### config.mk
export PLATFORM = sky130hd
export DESIGN_NAME = jtframe_sdram_arb
export DESIGN_NICKNAME = d
export VERILOG_FILES = /design/src/rtl/jtframe_sdram_arb_pkg.sv /design/src/rtl/jtframe_rr_pick.sv /design/src/rtl/jtframe_sdram_arb.sv
export SDC_FILE = /design/constraint.sdc
export NUM_CORES = 1
export LEC_CHECK = 0
export ABC_AREA = 1
export BUFFER_PORTS_ARGS = -buffer_cell sky130_fd_sc_hd__buf_4
export CORE_AREA = 2 2 105 107
export CTS_CLUSTER_DIAMETER = 200
export CTS_CLUSTER_SIZE = 14
export DETAILED_ROUTE_END_ITERATION = 10
export DIE_AREA = 0 0 107 109
export PLACE_DENSITY_LB_ADDON = 0.3
export SLEW_MARGIN = 20
export SYNTH_ARGS = -nofsm -noshare
export SYNTH_HDL_FRONTEND = slang
export SYNTH_SLANG_ARGS = --single-unit
### constraint.sdc
create_clock -name i_clk -period 2.53 [get_ports i_clk]
set_input_delay 0.253 -clock i_clk [delete_from_list [all_inputs] [get_ports i_clk]]
set_output_delay 0.253 -clock i_clk [all_outputs]
set_load 0.05 [all_outputs]
### src/rtl/jtframe_sdram_arb_pkg.sv
// Shared types for the SDRAM ROM-slot arbiter: FSM state encoding and data width.
// Latency: n/a (declarations only).
// Backpressure: n/a.
package jtframe_sdram_arb_pkg;

  localparam int DW = 32;

  typedef enum logic [1:0] {
    IDLE     = 2'd0,
    WAIT_ACK = 2'd1,
    WAIT_RDY = 2'd2,
    DONE     = 2'd3
  } arb_state_t;

endpackage

### src/rtl/jtframe_rr_pick.sv
// Round-robin priority picker: first requesting slot at or after i_ptr, wrapping.
// Latency: purely combinational.
// Backpressure: none; o_valid just reports that some request is present.
module jtframe_rr_pick
  import jtframe_sdram_arb_pkg::*;
#(
  parameter int SLOTS = 4,
  parameter int PW    = $clog2(SLOTS)
) (
  input  logic [SLOTS-1:0] i_req,
  input  logic [PW-1:0]    i_ptr,
  output logic             o_valid,
  output logic [PW-1:0]    o_idx
);

  // w_pos[k] is the slot that sits k places after the pointer, modulo SLOTS
  logic [PW-1:0] w_pos [SLOTS];

  for (genvar g = 0; g < SLOTS; g++) begin : g_pos
    assign w_pos[g] = ((int'(i_ptr) + g) >= SLOTS) ? PW'(int'(i_ptr) + g - SLOTS)
                                                   : PW'(int'(i_ptr) + g);
  end

  // Scan from the farthest position back to the pointer so the nearest requester wins
  always_comb begin
    o_valid = |i_req;
    o_idx   = '0;
    for (int k = SLOTS - 1; k >= 0; k--) begin
      if (i_req[w_pos[k]]) o_idx = w_pos[k];
    end
  end

endmodule

### src/rtl/jtframe_sdram_arb.sv
// Round-robin arbiter sharing the SDRAM read channel among ROM slots, one transaction in flight.
// Latency: grant 1 cycle after request; slot_ok = ack wait + rdy wait + 1 cycle after grant.
// Backpressure: slots hold i_slot_req until o_slot_ok; no grants while i_downloading is high.
module jtframe_sdram_arb
  import jtframe_sdram_arb_pkg::*;
#(
  parameter int SLOTS = 4,
  parameter int AW    = 22,
  parameter int TOUTW = 8
) (
  input  logic               i_clk,
  input  logic               i_rst_n,
  input  logic               i_downloading,
  input  logic [SLOTS-1:0]   i_slot_req,
  input  logic [SLOTS*AW-1:0] i_slot_addr,
  input  logic [SLOTS*2-1:0] i_slot_bank,
  output logic [SLOTS-1:0]   o_slot_ok,
  output logic [DW-1:0]      o_slot_dout,
  output logic               o_sdram_req,
  output logic [AW-1:0]      o_sdram_addr,
  output logic [1:0]         o_sdram_bank,
  input  logic               i_sdram_ack,
  input  logic               i_data_rdy,
  input  logic [DW-1:0]      i_data_read,
  output logic               o_busy,
  output logic               o_tout_err
);

  localparam int PW = $clog2(SLOTS);
  // Last watchdog value before all-ones: one more idle WAIT_RDY cycle means timeout
  localparam logic [TOUTW-1:0] TOUT_LAST = TOUTW'((2 ** TOUTW) - 2);

  arb_state_t       r_state;
  logic [PW-1:0]    r_rr_ptr;
  logic [PW-1:0]    r_gnt;
  logic [TOUTW-1:0] r_wdog;

  logic             w_valid;
  logic [PW-1:0]    w_idx;
  logic [PW-1:0]    w_gnt_next;

  jtframe_rr_pick #(
    .SLOTS (SLOTS),
    .PW    (PW)
  ) u_pick (
    .i_req   (i_slot_req),
    .i_ptr   (r_rr_ptr),
    .o_valid (w_valid),
    .o_idx   (w_idx)
  );

  assign w_gnt_next = (r_gnt == PW'(SLOTS - 1)) ? '0 : r_gnt + PW'(1);

  // Data goes to the granted slot only if it is still asking for it during DONE
  always_comb begin
    o_slot_ok = '0;
    if (r_state == DONE) o_slot_ok[r_gnt] = i_slot_req[r_gnt];
  end

  // Transaction FSM: grant, wait for controller ack, wait for data (watchdogged), deliver
  always_ff @(posedge i_clk or negedge i_rst_n) begin
    if (!i_rst_n) begin
      r_state      <= IDLE;
      r_rr_ptr     <= '0;
      r_gnt        <= '0;
      r_wdog       <= '0;
      o_slot_dout  <= '0;
      o_sdram_req  <= 1'b0;
      o_sdram_addr <= '0;
      o_sdram_bank <= '0;
      o_busy       <= 1'b0;
      o_tout_err   <= 1'b0;
    end else begin
      case (r_state)
        IDLE: begin
          if (!i_downloading && w_valid) begin
            r_gnt        <= w_idx;
            o_sdram_addr <= i_slot_addr[int'(w_idx)*AW +: AW];
            o_sdram_bank <= i_slot_bank[int'(w_idx)*2 +: 2];
            o_sdram_req  <= 1'b1;
            o_busy       <= 1'b1;
            r_state      <= WAIT_ACK;
          end
        end
        WAIT_ACK: begin
          if (i_sdram_ack) begin
            o_sdram_req <= 1'b0;
            r_wdog      <= '0;
            // Data arriving with the ack counts as ack followed by rdy
            if (i_data_rdy) begin
              o_slot_dout <= i_data_read;
              r_state     <= DONE;
            end else begin
              r_state     <= WAIT_RDY;
            end
          end
        end
        WAIT_RDY: begin
          if (i_data_rdy) begin
            o_slot_dout <= i_data_read;
            r_state     <= DONE;
          end else if (r_wdog == TOUT_LAST) begin
            // Give up on this slot and move on; the error stays flagged until reset
            o_tout_err <= 1'b1;
            r_rr_ptr   <= w_gnt_next;
            o_busy     <= 1'b0;
            r_state    <= IDLE;
          end else begin
            r_wdog <= r_wdog + TOUTW'(1);
          end
        end
        DONE: begin
          r_rr_ptr <= w_gnt_next;
          o_busy   <= 1'b0;
          r_state  <= IDLE;
        end
        default: begin
          r_state <= IDLE;
        end
      endcase
    end
  end

endmodule

== Word-level counts from Yosys, hierarchy flattened ==
Cells that the tools add are included.
W data, S select, Z words.
Word-level totals
  bits of input ports: 137
  bits in registers: 73
  output and inout bits: 63
Cells by class
  mux-type cells: 44
  reductions and logical operators: 17
  order comparisons: 10
  bitwise logic cells: 2
  multiply operators: 1
  add/subtract/negate cells: 9
  shift-type cells: 2
  equal/unequal tests: 11
Operators with widths (count)
  $shiftx A88 B8 Y22: 1
  $mux W32: 2
  $pmux W32 S2: 1
  $mux W2: 15
  $mux W8: 3
  $pmux W8 S2: 1
  $lt A2 B3 Y1 const B: 5
  $reduce_and A3 Y1: 4
  $mux W1: 11
  $bmux W1 S2: 5
  $ne A2 B2 Y1 const B: 5
  $ge A3 B3 Y1 const B: 3
  $add A8 B1 Y8 const B: 1
  $eq A8 B8 Y1 const B: 1
  $pmux W2 S4: 1
  $reduce_and A4 Y1: 2
  $shiftx A8 B4 Y2: 1
  $sub A2 B1 Y2 const B: 4
  $add A2 B2 Y3 const B: 2
  $eq A2 B2 Y1 const B: 3
  $mul A2 B4 Y6 const B: 1
  $reduce_bool A2 Y1: 3
  $and A4 B4 Y4: 1
  $mux W4: 1
  other kinds (17): 19

== Logic depth before layout (Yosys ltp) ==
Gate-level depths: netlist (run 1).
  depth in word-level cells: 11
  mapped depth: 16

== By module ==
From an unflattened synthesis (run 1), not the netlist that was laid out.
Second synthesis, totals
  cell total of the unflattened synthesis: 570
  area, all modules: 4027.6 µm²
Modules (own cells, without submodules)
  jtframe_sdram_arb: sequential area each 1826.8 µm², instances 1, cells an instance 524, area each 3838.7 µm²
  jtframe_rr_pick: sequential area each 0.0 µm², instances 1, cells an instance 46, area each 188.9 µm²

== Least setup slack after synthesis (run 1) ==
OpenSTA, ideal clock, no wires.
  path kind: register to register
  start: register r_rr_ptr[0]
  end: register o_sdram_addr[13]
  library setup time: 125 ps
  data arrival time: 1578 ps
  cell stages (with the launch flop): 13
  clock period less this slack: 1702 ps
  setup slack: 828 ps
  cell sequence: dfrtp_1 > buf_6 > o21ai_1 > nand2_1 > nand3_2 > nand2_1 > nand2_2 > nand2_2 > buf_6 > buf_6 > or2_0 > nand3_1 > nand3_1
On the way
  word-level cells in the longest chain between the ends: 11
  elaborated cells between the ends (all ways): 29
  those cells by class: add/sub (7); mul (1); order compare (4); shift (1); mux (16)
Ends and longest elaborated chain
  start, declared: RTL line jtframe_sdram_arb.sv:34  | logic [PW-1:0] r_rr_ptr;
  start signal, assigned: RTL line jtframe_sdram_arb.sv:105  | r_rr_ptr <= w_gnt_next;
  start signal, assigned: RTL line jtframe_sdram_arb.sv:113  | r_rr_ptr <= w_gnt_next;
  $add A2 B2 Y3: RTL line jtframe_rr_pick.sv:20  | assign w_pos[g] = ((int'(i_ptr) + g) >= SLOTS) ? PW'(int'(i_ptr) + g - SLOTS)
  $ge A3 B3 Y1 / $sub A2 B1 Y2 (equally long branches): RTL line jtframe_rr_pick.sv:20
  $mux W2: RTL line jtframe_rr_pick.sv:20
  $bmux W1 S2: RTL line jtframe_rr_pick.sv:29  | if (i_req[w_pos[k]]) o_idx = w_pos[k];
  $mux W1 (not written as such): RTL line jtframe_rr_pick.sv:29
  $mux W2 (3 in a row): RTL line jtframe_rr_pick.sv:29
  $mux W2 (*): RTL line jtframe_rr_pick.sv:29
  $mul A2 B4 Y6 (*): RTL line jtframe_sdram_arb.sv:78  | o_sdram_addr <= i_slot_addr[int'(w_idx)*AW +: AW];
  $shiftx A88 B8 Y22 (*): RTL line jtframe_sdram_arb.sv:78
  end signal, assigned: RTL line jtframe_sdram_arb.sv:78
  end, declared: RTL line jtframe_sdram_arb.sv:20  | output logic [AW-1:0] o_sdram_addr,
Every way passes the cells marked *; elsewhere a longest branch is shown, timed or not. The select of a mux whose other input is x is not followed.
A chain may end at the register's enable or synchronous reset.

== Worst setup path after layout (run 1) ==
  start: register r_rr_ptr[0]
  end: register o_sdram_addr[17]
The elaborated chain is that of the path after synthesis.

==> results of run 1 <==
[state kept, by name, summed over array words and instances (netlist names)]
register and flops:
r_gnt 2, r_wdog 8, o_sdram_bank 2, o_sdram_req 1, o_slot_dout 32, r_rr_ptr 2
o_busy 1, o_tout_err 1, o_sdram_addr 22, r_state 2
[final cells by class]
type	instances	share of cell area
timing repair buffer	205	0.255
tap	140	0.0285
clock inverter	6	0.0224
clock buffer	10	0.0208
sequential	73	0.297
inverter	94	0.0579
multi-input combinational	356	0.318
[placed cells by master (no fill, tap or decap), types with 10 or more instances in the layout]
| cell | count |
|---|---|
| sky130_fd_sc_hd__buf_4 | 203 |
| sky130_fd_sc_hd__or2_0 | 11 |
| sky130_fd_sc_hd__dfrtp_1 | 73 |
| sky130_fd_sc_hd__inv_1 | 90 |
| sky130_fd_sc_hd__o21ai_0 | 12 |
| sky130_fd_sc_hd__nand3_1 | 90 |
| sky130_fd_sc_hd__or2_2 | 13 |
| sky130_fd_sc_hd__mux2_2 | 32 |
| sky130_fd_sc_hd__or2_1 | 10 |
| sky130_fd_sc_hd__nand2_1 | 132 |
| sky130_fd_sc_hd__nor2_1 | 23 |
[logic make-up (layout without fill, tap and decap cells)]
family	after synthesis	in the layout	synth area share
buffers and inverters	115	315	0.118
adder cells (fa/ha/maj)	6	6	0.0175
flip-flops	73	73	0.426
AO/OA/AOI/OAI	23	23	0.0324
multiplexers	32	32	0.0840
AND/OR/NAND/NOR	293	293	0.318
XOR/XNOR	2	2	0.00409
[power breakdown]
part | internal [mW] | switching [mW]
clock | 0.763 | 0.467
sequential | 1.73 | 0.346
combinational | 2.04 | 3.84
total | 4.54 | 4.65
[worst max path at each step]
stage,slack (ns),endpoint
2_1_floorplan,0.83,o_sdram_addr[13]
3_3_place_gp,0.53,o_sdram_bank[0]
3_5_place_dp,0.39,o_sdram_addr[7]
4_1_cts,0.38,o_sdram_addr[7]
5_1_grt,0.15,o_sdram_addr[21]
6_report,0.36,o_sdram_addr[17]
[layer usage]
layer  up-vias  share of wire
met5         -              0
met4         0          0.023
met3        21          0.067
met2       146           0.51
met1      1933           0.40
li1       2087              -
[per-stage QoR]
| stage | instances | cell area (um^2) |
|---|---|---|
| floorplan | 544 | 4290 |
| global placement | 868 | 5880 |
| detailed placement | 868 | 5880 |
| CTS | 884 | 6140 |
| global route | 884 | 6140 |
| finish | 884 | 6140 |
==> results.rst, run 1 <==
.. list-table::
   :header-rows: 1

   * - Metric
     - Value
   * - DR pass1 iterations
     - 4
   * - Clock sink count
     - 73
   * - Setup repair after global routing missed its margin
     - no
   * - Initial antenna violation count
     - 0
   * - Synth area leader
     - sky130_fd_sc_hd__dfrtp_1
   * - Number of H-tree levels
     - 3
   * - Area added between synthesis and finish
     - 43.2%
   * - Via density per instance
     - 4.74
   * - Crit path launch
     - r_rr_ptr[0]
   * - Global-route met3 utilization
     - 0.0442
   * - Post-route setup slack
     - 0.363 ns
   * - Estimated wirelength of the detail-placed design
     - 8870 um
   * - List of most frequent post-synthesis cells
     - sky130_fd_sc_hd__nand2_1, sky130_fd_sc_hd__inv_1, sky130_fd_sc_hd__nand3_1
   * - Number of library cell types mapped by synthesis
     - 33
   * - Worst Hold Slack
     - 0.0343 ns
   * - Fin crit share
     - 0.856
   * - Final core area utilization
     - 0.579
   * - Leakage power
     - 3.35 nW
   * - CTS Hold Buffers Added
     - 0
   * - Clock insertion delay at the later pin of the skew report
     - 0.35 ns
   * - Mapped Cells
     - 544
   * - Number of synthesized flops with an enable pin
     - 0
   * - Critical path arrival
     - 2.39 ns
   * - Die boundary width
     - 107 um
   * - Slowest stage cell, crit path
     - sky130_fd_sc_hd__dfrtp_1
   * - Transition time at the pin with the least slew margin
     - 0.906 ns
   * - Critical Path Start Type
     - register
   * - DR DRC count
     - 0
   * - Core Box Area
     - 0.0106 mm^2
   * - Reg2Reg Launch Point
     - r_rr_ptr[0]
   * - Mean routed wirelength per cell
     - 12.9 um
   * - Synthesized flop and latch total
     - 73
   * - Combined area of all synthesized cells
     - 0.00429 mm^2
   * - Worst slew slack as a fraction of its limit
     - 0.396
   * - TritonCTS clock tree
     - yes
   * - IO Count
     - 200
   * - Depth of the critical timing path with buffers and inverters included
     - 12
   * - Floorplan row count
     - 38
   * - Post-CTS Repair Setup Buffers
     - 0
   * - Top_reg_cell synth
     - sky130_fd_sc_hd__dfrtp_1
   * - Post-layout minimum cycle time
     - 2.17 ns
   * - Area used by multi-input combinational logic
     - 0.00196 mm^2
   * - Fraction of layout cells with a size suffix above 1
     - 0.374
   * - Synthesized area per cell
     - 7.88 um^2
   * - Cell area power density
     - 1500 mW/mm^2
   * - Worst reg-to-reg setup slack
     - 0.36 ns
   * - Total of endpoints with negative setup slack in the final report
     - 0
   * - Worst slack after detailed placement
     - 0.388 ns
   * - Number of cells upsized or downsized after cts
     - 0
   * - Worst IR Drop VDD
     - 0.000956 V
   * - Drt first-iter violations
     - 185
   * - Required time at the endpoint of the critical path
     - 2.76 ns
   * - Net count after synthesis
     - 687
   * - Maximum capacitance violations
     - 0
   * - Worst r2r path cells
     - 12
   * - Number of synthesis warnings
     - 0
   * - Overall die height
     - 109 um
   * - Layer carrying the most global-route usage
     - met2
   * - Final total negative setup slack
     - 0 ns
   * - Total via count in the routed design
     - 4187
   * - Total of buffers placed on input and output ports
     - 199
   * - Final Net Count
     - 882
   * - Final Max Slew Viols
     - 0
   * - Delay of the slowest cell on the worst path
     - 0.50 ns
   * - Top achievable clock speed
     - 462 MHz
   * - Outcome
     - finished, final reports clean
   * - Sum of routed wire length over all layers
     - 11400 um
   * - Share of the synthesized area in the top cell type
     - 0.426
   * - Hold Violations, Final
     - 0
   * - CTS Buffer Depth
     - 2
   * - Critical R2R Capture
     - o_sdram_addr[17]
   * - Overflow after GRT
     - 0
   * - Clock tree skew after final layout
     - 0.0120 ns
   * - Die area
     - 0.0117 mm^2
   * - Top post-synthesis cells by area
     - sky130_fd_sc_hd__dfrtp_1, sky130_fd_sc_hd__nand2_1, sky130_fd_sc_hd__nand3_1
   * - Root Driver
     - sky130_fd_sc_hd__clkbuf_8
   * - Sequential cell area fraction in the yosys report
     - 0.426
   * - Clock input transition at the sequential cells of the worst setup and hold paths
     - 0.09 ns
   * - Effective utilization at floorplan
     - 0.404
   * - Residual antenna-violating net count after detailed routing
     - 0
   * - Buffer and inverter count on the worst path
     - 2
   * - Global routing usage on met2
     - 0.359
   * - Largest net degree at the start of global routing
     - 74
   * - Overall global routing resource usage
     - 0.197
   * - Crit. End Element
     - register
   * - Critical path peak fanout
     - 42
   * - Number of global-route vias before repair
     - 4055
   * - Library cell with the highest instance count after synthesis
     - sky130_fd_sc_hd__nand2_1
   * - Count of fill cells added during filler insertion
     - 965
   * - Global placer's final weighted congestion
     - 0.887
   * - Delay-heaviest family, CP
     - simple AND/OR/NAND/NOR gates
   * - Sequential cell area
     - 0.00183 mm^2
   * - Type of the worst setup path
     - register to register
   * - GR Layer Usage met1
     - 0.221
   * - First-pass GRT wire length
     - 18300 um
   * - Total power of the final layout
     - 9.19 mW
   * - Cells along the critical path
     - inv_4 -> nand2_1 -> nor2_1 -> nor2_2 -> nand3_2 -> nand2_1 -> nand2_2 -> nand2_2 -> buf_12 -> or2_2 -> nand3_1 -> nand3_1
   * - Diode count
     - 0
   * - Number of CTS-inserted buffers
     - 9
   * - Async SR Flop Fraction
     - 1.00
   * - Worst Hold Class
     - primary input to asynchronous set/reset pin
No activity file was read; power rests on OpenSTA's default activity.
==> run 2, diff against run 1 <==
--- a/config.mk
+++ b/config.mk
@@ -7,11 +7,11 @@
 export LEC_CHECK = 0
 export ABC_AREA = 1
 export BUFFER_PORTS_ARGS = -buffer_cell sky130_fd_sc_hd__buf_4
-export CORE_AREA = 2 2 105 107
+export CORE_AREA = 2 2 95 97
 export CTS_CLUSTER_DIAMETER = 200
 export CTS_CLUSTER_SIZE = 14
 export DETAILED_ROUTE_END_ITERATION = 10
-export DIE_AREA = 0 0 107 109
+export DIE_AREA = 0 0 97 99
 export PLACE_DENSITY_LB_ADDON = 0.3
 export SLEW_MARGIN = 20
 export SYNTH_ARGS = -nofsm -noshare
==> run 2 against run 1 <==
Against the previous run:
- sequential share of layout area grew 0.72 points
- sequential power is essentially flat
- global-route usage grew 4.5 points
- cell area shrank 2.4%
- critical path depth is the same
- flip-flop and latch count is the same
- clock power shrank 31%
- critical path type unchanged
- largest cell class unchanged
==> results.rst, run 2 (synthesized netlist as in run 1, its figures left out) <==
.. list-table::
   :header-rows: 1

   * - Metric
     - Value
   * - Outcome
     - finished, final reports clean
   * - Die boundary width
     - 97 um (-9.3%)
   * - Flip-flop count of the largest register after layout
     - 32 (unchanged)
   * - Critical Path Start Type
     - register
   * - Required time at the endpoint of the critical path
     - 2.76 ns (about the same)
   * - Fraction of power consumed by sequential logic
     - 0.238 (+0.012)
   * - Total of buffers placed on input and output ports
     - 199 (unchanged)
   * - Effective utilization at floorplan
     - 0.501 (+0.0970)
   * - Clock sink count
     - 73 (unchanged)
   * - First-pass GRT wire length
     - 19000 um (+3.7%)
   * - Crit path to
     - o_sdram_addr[5]
   * - DR DRC count
     - 0 (unchanged)
   * - Number of cells upsized or downsized after cts
     - 0 (unchanged)
   * - Largest registers
     - o_slot_dout (32), o_sdram_addr (22), r_wdog (8)
   * - Die area
     - 0.00960 mm^2 (-18%)
   * - Worst IR Drop VDD
     - 0.000751 V (-21%)
   * - Root Driver
     - sky130_fd_sc_hd__clkbuf_8
   * - Area used by multi-input combinational logic
     - 0.00196 mm^2 (unchanged)
   * - Max Used Layer
     - met4
   * - Overall global routing resource usage
     - 0.242 (+0.0450)
   * - CTS Buffer Depth
     - 2 (unchanged)
   * - IO Count
     - 200 (unchanged)
   * - Critical path peak fanout
     - 83 (+98%)
   * - DR pass1 iterations
     - 4 (unchanged)
   * - Critical R2R Capture
     - o_sdram_addr[5]
   * - Cell area power density
     - 1470 mW/mm^2 (-1.8%)
   * - Drt first-iter violations
     - 188 (+1.6%)
   * - Clock tree skew after final layout
     - 0.0105 ns (-0.00156 ns)
   * - Global placer's final weighted congestion
     - 0.978 (+10%)
   * - Maximum capacitance violations
     - 0 (unchanged)
   * - Residual antenna-violating net count after detailed routing
     - 0 (unchanged)
   * - Overflow after GRT
     - 0 (unchanged)
   * - Core Box Area
     - 0.00855 mm^2 (-19%)
   * - Total via count in the routed design
     - 4242 (+1.3%)
   * - Initial antenna violation count
     - 0 (unchanged)
   * - P_int
     - 4.11 mW (-9.5%)
   * - Post-CTS Repair Setup Buffers
     - 0 (unchanged)
   * - Sequential cell area
     - 0.00183 mm^2 (unchanged)
   * - Total of endpoints with negative setup slack in the final report
     - 0 (unchanged)
   * - Fin crit share
     - 0.879 (+0.0227)
   * - Biggest register
     - o_slot_dout
   * - Estimated wirelength of the detail-placed design
     - 8960 um (+1.0%)
   * - Met1 Wirelength
     - 4520 um (-0.11%)
   * - Clock insertion delay at the later pin of the skew report
     - 0.35 ns (about the same)
   * - Switching Share
     - 0.534 (+0.0276)
   * - Via density per instance
     - 4.98 (+5.2%)
   * - CTS Hold Buffers Added
     - 0 (unchanged)
   * - Fraction of layout cells with a size suffix above 1
     - 0.374 (+0.000503)
   * - Overall die height
     - 99 um (-9.2%)
   * - Number of global-route vias before repair
     - 4289 (+5.8%)
   * - Worst reg-to-reg setup slack
     - 0.31 ns (-0.06 ns)
   * - Worst Hold Class
     - primary input to asynchronous set/reset pin
   * - Most common library cell in the layout ignoring fill and taps
     - sky130_fd_sc_hd__buf_4
   * - Final Max Slew Viols
     - 0 (unchanged)
   * - Met3 WL post-DR
     - 709 um (-7.3%)
   * - Worst r2r path cells
     - 12 (unchanged)
   * - Number of H-tree levels
     - 3 (unchanged)
   * - Largest net degree at the start of global routing
     - 84 (+14%)
   * - Crit. End Element
     - register
   * - Leakage power
     - 3.30 nW (-1.5%)
   * - Final Net Count
     - 881 (-0.11%)
   * - Clock Power Share
     - 0.096 (-0.038)
   * - Post-layout minimum cycle time
     - 2.22 ns (+0.0574 ns)
   * - Count of fill cells added during filler insertion
     - 679 (-30%)
   * - Transition time at the pin with the least slew margin
     - 0.916 ns (+0.0100 ns)
   * - Most used cells in the layout excluding fill and tap cells
     - sky130_fd_sc_hd__buf_4, sky130_fd_sc_hd__nand2_1, sky130_fd_sc_hd__inv_1, sky130_fd_sc_hd__nand3_1, sky130_fd_sc_hd__dfrtp_1
   * - Routed wl met2
     - 6060 um (+4.2%)
   * - Hold Violations, Final
     - 0 (unchanged)
   * - Post-route setup slack
     - 0.306 ns (-0.0574 ns)
   * - Crit path launch
     - r_rr_ptr[0]
   * - Floorplan row count
     - 34 (-11%)
   * - Final total negative setup slack
     - 0 ns (unchanged)
   * - Number of CTS-inserted buffers
     - 9 (unchanged)
   * - Area added between synthesis and finish
     - 39.9%
   * - Sum of routed wire length over all layers
     - 11700 um (+2.7%)
   * - Worst slack after detailed placement
     - 0.343 ns (-0.0455 ns)
   * - TritonCTS clock tree
     - yes
   * - Diode count
     - 0 (unchanged)
   * - Net switching power of the design
     - 4.70 mW (+1.1%)
   * - Top achievable clock speed
     - 450 MHz (-2.6%)
   * - Combinational fraction of design power
     - 0.667 (+0.027)
   * - Critical path arrival
     - 2.46 ns (+0.07 ns)
   * - Mean routed wirelength per cell
     - 13.7 um (+6.7%)
   * - Type of the worst setup path
     - register to register
   * - Worst slew slack as a fraction of its limit
     - 0.389 (-0.00669)
   * - Clock input transition at the sequential cells of the worst setup and hold paths
     - 0.08 ns (about the same)
   * - Reg2Reg Launch Point
     - r_rr_ptr[0]
   * - Setup repair after global routing missed its margin
     - no
## run 2: cell count changes in the layout (fill, tap and decap cells not counted), sizes merged
cell	change
clkinv	+3
buf	-1
inv	-1
bufinv	-4
clkinvlp	+2
## run 2: cell type report
| class | count | area share |
|---|---|---|
| Multi-Input combinational cell | 356 | 0.326 |
| Sequential cell | 73 | 0.305 |
| Timing Repair Buffer | 204 | 0.257 |
| Inverter | 94 | 0.0593 |
| Clock buffer | 10 | 0.0230 |
| Tap cell | 108 | 0.0225 |
| Clock inverter | 6 | 0.00709 |
## run 2: critical path: stages, from the launching register on
cell and delay [ns]:
sky130_fd_sc_hd__dfrtp_1 0.55, sky130_fd_sc_hd__nand2_1 0.16, sky130_fd_sc_hd__nand3_1 0.15, sky130_fd_sc_hd__nand2_1 0.06
sky130_fd_sc_hd__inv_1 0.08, sky130_fd_sc_hd__nand3_2 0.27, sky130_fd_sc_hd__nand2_2 0.20, sky130_fd_sc_hd__buf_12 0.28
sky130_fd_sc_hd__nand2_1 0.11, sky130_fd_sc_hd__nand3_1 0.09, sky130_fd_sc_hd__nand2_1 0.07, sky130_fd_sc_hd__nand2_1 0.05
sky130_fd_sc_hd__nand2_1 0.05
## run 2: power by group through the flow
stage	clock network, mW	logic [mW]	registers [mW]
floorplan	0	2.85	3.67
global placement	0	5.71	2.08
detailed placement	0	5.89	2.11
CTS	0.859	5.88	2.10
global route	0.923	6.33	2.16
finish	0.843	5.87	2.09
## run 2: per-stage QoR
| stage | instances | total power [mW] | instance area, um^2 | utilization | hold WS (ns) |
|---|---|---|---|---|---|
| 3_3_place_gp | 835 | 7.78 | 5820 | 0.680 | 0.441 |
| 2_1_floorplan | 544 | 6.52 | 4290 | - | -0.0426 |
| 5_1_grt | 851 | 9.41 | 6000 | 0.701 | 0.0974 |
| 4_1_cts | 851 | 8.84 | 6000 | 0.701 | 0.0754 |
| 6_report | 851 | 8.80 | 6000 | 0.701 | 0.0298 |
| 3_5_place_dp | 835 | 7.99 | 5820 | 0.680 | 0.455 |
## run 2: worst min-delay path by stage
stage                  from               to  slack, ns  depth (start not counted)
global placement    i_rst_n       r_state[1]       0.44                          1
global route        i_rst_n  o_sdram_addr[1]        0.1                          1
CTS                 i_rst_n  o_slot_dout[12]       0.08                          1
finish              i_rst_n      r_rr_ptr[1]       0.03                          1
floorplan           i_rst_n           o_busy      -0.04                          0
detailed placement  i_rst_n       r_state[1]       0.45                          1
## run 2: routing by layer
layer,track usage,vias to the layer above
met2,0.436,169
met5,0,-
met1,0.273,1959
met4,0.112,0
li1,-,2081
met3,0.0560,33
==> run 3, diff against run 2 <==
--- a/config.mk
+++ b/config.mk
@@ -7,13 +7,15 @@
 export LEC_CHECK = 0
 export ABC_AREA = 1
 export BUFFER_PORTS_ARGS = -buffer_cell sky130_fd_sc_hd__buf_4
-export CORE_AREA = 2 2 95 97
+export CORE_AREA = 2 2 93 95
 export CTS_CLUSTER_DIAMETER = 200
 export CTS_CLUSTER_SIZE = 14
 export DETAILED_ROUTE_END_ITERATION = 10
-export DIE_AREA = 0 0 97 99
+export DIE_AREA = 0 0 95 97
+export GPL_TIMING_DRIVEN = 1
 export PLACE_DENSITY_LB_ADDON = 0.3
 export SLEW_MARGIN = 20
 export SYNTH_ARGS = -nofsm -noshare
 export SYNTH_HDL_FRONTEND = slang
+export SYNTH_HIERARCHICAL = 1
 export SYNTH_SLANG_ARGS = --single-unit
==> run 3 against run 2 <==
Against the previous run:
- worst hold slack got worse by 0.021 ns
- cell count is 2.0% higher
- area after synthesis is 6.1% lower
- count of clock-buffer cells in the layout did not move
- combinational power down 4.1%
- total power down 1.3%
- utilization increased by 1.2 points
- cell area down 3.2%
- sequential share of layout area is 1.0 points higher
- setup slack got worse by 0.089 ns
- via count is 6.5% higher
- critical path depth up 1
- critical path type unchanged
- highest routed layer unchanged
==> results.rst, run 3 <==
.. list-table::
   :header-rows: 1

   * - Metric
     - Value
   * - Residual antenna-violating net count after detailed routing
     - 0 (unchanged)
   * - Total via count in the routed design
     - 4516 (+6.5%)
   * - Critical Path Start Type
     - register
   * - CTS Hold Buffers Added
     - 0 (unchanged)
   * - Critical path arrival
     - 2.59 ns (+0.13 ns)
   * - Worst IR Drop VDD
     - 0.000834 V (+11%)
   * - Outcome
     - finished, final reports clean
   * - DR DRC count
     - 0 (unchanged)
   * - Leakage power
     - 3.19 nW (-3.1%)
   * - Worst Hold Class
     - primary input to asynchronous set/reset pin
   * - Core Box Area
     - 0.00813 mm^2 (-4.9%)
   * - Number of H-tree levels
     - 3 (unchanged)
   * - Met1 Wirelength
     - 4830 um (+6.9%)
   * - Drt first-iter violations
     - 242 (+29%)
   * - Max Used Layer
     - met4
   * - Number of cells upsized or downsized after cts
     - 0 (unchanged)
   * - Final total negative setup slack
     - 0 ns (unchanged)
   * - Effective utilization at floorplan
     - 0.495 (-0.00631)
   * - Root Driver
     - sky130_fd_sc_hd__clkbuf_8
   * - Largest registers
     - o_slot_dout (32), o_sdram_addr (22), r_wdog (8)
   * - Met3 WL post-DR
     - 797 um (+12%)
   * - Initial antenna violation count
     - 0 (unchanged)
   * - Library cell with the highest instance count after synthesis
     - sky130_fd_sc_hd__nand2_1
   * - Number of library cell types mapped by synthesis
     - 22 (-33%)
   * - Clock insertion delay at the later pin of the skew report
     - 0.34 ns (about the same)
   * - Most used cells in the layout excluding fill and tap cells
     - sky130_fd_sc_hd__nand2_1, sky130_fd_sc_hd__buf_4, sky130_fd_sc_hd__dfrtp_1, sky130_fd_sc_hd__nor2_1, sky130_fd_sc_hd__nand3_1
   * - Global placer's final weighted congestion
     - 0.959 (-1.9%)
   * - Post-route cell area
     - 0.00580 mm^2 (-3.2%)
   * - Total of buffers placed on input and output ports
     - 199 (unchanged)
   * - IO Count
     - 200 (unchanged)
   * - Clock tree skew after final layout
     - 0.0113 ns (+0.000847 ns)
   * - Async SR Flop Fraction
     - 1.00 (unchanged)
   * - First-pass GRT wire length
     - 20100 um (+5.5%)
   * - Overall die height
     - 97 um (-2.0%)
   * - Adder-cell share of the synthesized area
     - 0.0186 (+0.00113)
   * - Critical path peak fanout
     - 25 (-70%)
   * - Crit path launch
     - r_rr_ptr[0]
   * - Top post-synthesis cells by area
     - sky130_fd_sc_hd__dfrtp_1, sky130_fd_sc_hd__nand2_1, sky130_fd_sc_hd__nand3_1
   * - Post-CTS Repair Setup Buffers
     - 0 (unchanged)
   * - Flip-flop count of the largest register after layout
     - 32 (unchanged)
   * - CTS Buffer Depth
     - 2 (unchanged)
   * - Top achievable clock speed
     - 432 MHz (-3.9%)
   * - Net count after synthesis
     - 713 (+3.8%)
   * - Number of CTS-inserted buffers
     - 9 (unchanged)
   * - Die boundary width
     - 95 um (-2.1%)
   * - Count of fill cells added during filler insertion
     - 662 (-2.5%)
   * - Routed wl met2
     - 6260 um (+3.3%)
   * - Total of endpoints with negative setup slack in the final report
     - 0 (unchanged)
   * - TritonCTS clock tree
     - yes
   * - Overflow after GRT
     - 0 (unchanged)
   * - Sum of routed wire length over all layers
     - 12200 um (+4.3%)
   * - Synthesized flop and latch total
     - 73 (unchanged)
   * - Synthesized area per cell
     - 7.07 um^2 (-10%)
   * - Floorplan row count
     - 33 (-2.9%)
   * - Hold Violations, Final
     - 0 (unchanged)
   * - Fraction of the mapped netlist area in compound gates
     - 0.115 (+0.0829)
   * - Multiplexer share of the synthesized area
     - 0 (-0.0840)
   * - DR pass1 iterations
     - 4 (unchanged)
   * - Synth area leader
     - sky130_fd_sc_hd__dfrtp_1
   * - Transition time at the pin with the least slew margin
     - 0.932 ns (+0.0156 ns)
   * - Diode count
     - 0 (unchanged)
   * - Worst reg-to-reg setup slack
     - 0.22 ns (-0.09 ns)
   * - Setup repair after global routing missed its margin
     - no
   * - Mapped Cells
     - 570 (+4.8%)
   * - Most common library cell in the layout ignoring fill and taps
     - sky130_fd_sc_hd__nand2_1
   * - Estimated wirelength of the detail-placed design
     - 9020 um (+0.62%)
   * - Top_reg_cell synth
     - sky130_fd_sc_hd__dfrtp_1
   * - Biggest register
     - o_slot_dout
   * - Die area
     - 0.00922 mm^2 (-4.0%)
   * - Post-synthesis share of cell area spent on xor and xnor gates
     - 0.00435 (+0.000264)
   * - Overall global routing resource usage
     - 0.272 (+0.0301)
   * - Number of synthesis warnings
     - 6 (+6)
   * - Via density per instance
     - 5.20 (+4.4%)
   * - Post-layout minimum cycle time
     - 2.31 ns (+0.0892 ns)
   * - Crit. End Element
     - register
   * - Share of the synthesized area in the top cell type
     - 0.454 (+0.0275)
   * - Final Max Slew Viols
     - 0 (unchanged)
   * - Dominant combinational cell family by area after synthesis
     - simple AND/OR/NAND/NOR gates
   * - Area added between synthesis and finish
     - 44.1%
   * - Maximum capacitance violations
     - 0 (unchanged)
   * - Mean routed wirelength per cell
     - 14.0 um (+2.2%)
   * - Area fraction in and, or, nand and nor cells after synthesis
     - 0.349 (+0.0314)
   * - Clock sink count
     - 73 (unchanged)
   * - List of most frequent post-synthesis cells
     - sky130_fd_sc_hd__nand2_1, sky130_fd_sc_hd__dfrtp_1, sky130_fd_sc_hd__nor2_1
   * - Worst slew slack as a fraction of its limit
     - 0.379 (-0.0104)
   * - Number of global-route vias before repair
     - 4385 (+2.2%)
   * - Worst r2r path cells
     - 13 (+1)
   * - Crit path to
     - o_sdram_addr[2]
   * - Reg2Reg Launch Point
     - r_rr_ptr[0]
   * - Final Net Count
     - 901 (+2.3%)
   * - Area after DPL
     - 0.00557 mm^2 (-4.2%)
   * - Clock input transition at the sequential cells of the worst setup and hold paths
     - 0.09 ns (about the same)
   * - Critical R2R Capture
     - o_sdram_addr[2]
   * - Cell area power density
     - 1500 mW/mm^2 (+2.0%)
   * - Sequential cell area fraction in the yosys report
     - 0.454 (+0.0275)
   * - Type of the worst setup path
     - register to register
   * - Combined area of all synthesized cells
     - 0.00403 mm^2 (-6.1%)
   * - Fraction of layout cells with a size suffix above 1
     - 0.304 (-0.0701)
   * - Largest net degree at the start of global routing
     - 74 (-12%)
   * - Fin crit share
     - 0.914 (+0.0353)
   * - Number of synthesized flops with an enable pin
     - 0 (unchanged)
   * - Required time at the endpoint of the critical path
     - 2.80 ns (+0.04 ns)
-- run 3: cell types whose count changed after synthesis, moves of 24 or more --
| cell | before | now |
|---|---|---|
| sky130_fd_sc_hd__inv_1 | 90 | 27 |
| sky130_fd_sc_hd__mux2_2 | 32 | 0 |
| sky130_fd_sc_hd__nand2_1 | 132 | 217 |
| sky130_fd_sc_hd__nand3_1 | 90 | 53 |
| sky130_fd_sc_hd__nor2_1 | 23 | 66 |
| sky130_fd_sc_hd__o21ai_0 | 12 | 52 |
| sky130_fd_sc_hd__o22ai_1 | 0 | 24 |
-- run 3: final cells by class --
class / instances / area [um^2] / area share
inverter: 30 / 113 / 0.0194
clock buffer: 10 / 138 / 0.0237
timing repair buffer: 205 / 1540 / 0.265
tap: 105 / 131 / 0.0226
multi-input combinational: 439 / 1960 / 0.339
sequential: 73 / 1830 / 0.315
clock inverter: 6 / 91.3 / 0.0157
-- run 3: worst max-delay path, cell delays in order (launching register included) --
cell and delay, ns:
sky130_fd_sc_hd__dfrtp_1 0.47, sky130_fd_sc_hd__inv_2 0.16, sky130_fd_sc_hd__nand2_1 0.09, sky130_fd_sc_hd__nand2_1 0.11, sky130_fd_sc_hd__nand2_2 0.06, sky130_fd_sc_hd__nand2_1 0.07, sky130_fd_sc_hd__nand3_1 0.08, sky130_fd_sc_hd__nand3_1 0.07
sky130_fd_sc_hd__nand2_1 0.07, sky130_fd_sc_hd__inv_1 0.49, sky130_fd_sc_hd__o21ai_0 0.19, sky130_fd_sc_hd__o22ai_1 0.23, sky130_fd_sc_hd__nand2_1 0.08, sky130_fd_sc_hd__nand2_1 0.08
-- run 3: worst min path at each step --
stage,startpoint,endpoint,slack (ns),cells after the start
6_report,i_rst_n,r_rr_ptr[1],0.009,1
2_1_floorplan,i_rst_n,o_busy,-0.04,0
5_1_grt,i_rst_n,r_rr_ptr[1],0.10,1
3_5_place_dp,i_rst_n,r_rr_ptr[1],0.45,1
3_3_place_gp,i_rst_n,r_rr_ptr[1],0.45,1
4_1_cts,i_rst_n,r_rr_ptr[1],0.08,1
-- run 3: stage by stage --
stage	instances	total power, mW	setup slack (ns)	utilization	hold slack (ns)
2_1_floorplan	570	6.05	0.707	-	-0.0426
3_3_place_gp	852	7.52	0.405	0.685	0.451
3_5_place_dp	852	7.65	0.301	0.685	0.453
4_1_cts	868	8.70	0.265	0.713	0.0804
5_1_grt	868	9.34	0.0477	0.713	0.100
6_report	868	8.69	0.217	0.713	0.00900
-- run 3: kinds of logic (layout without fill, tap and decap cells) --
kind of cell | after synthesis | count (layout)
and+or+nand+nor | 348 | 348
AOI/OAI and AO/OA | 83 | 83
adders and majority gates | 6 | 6
DFF | 73 | 73
buffers and inverters | 58 | 251
xor gates and xnor gates | 2 | 2
-- run 3: report_power, final --
part | internal (mW) | leakage, nW | switching (mW)
clock | 0.584 | 0.105 | 0.450
combinational | 1.70 | 2.17 | 3.92
sequential | 1.67 | 0.918 | 0.360
-- run 3: routing by layer --
metal	vias to the layer above	global-route usage
met5	-	0
met1	2116	0.327
met3	26	0.0685
met2	163	0.468
li1	2211	-
met4	0	0.0970
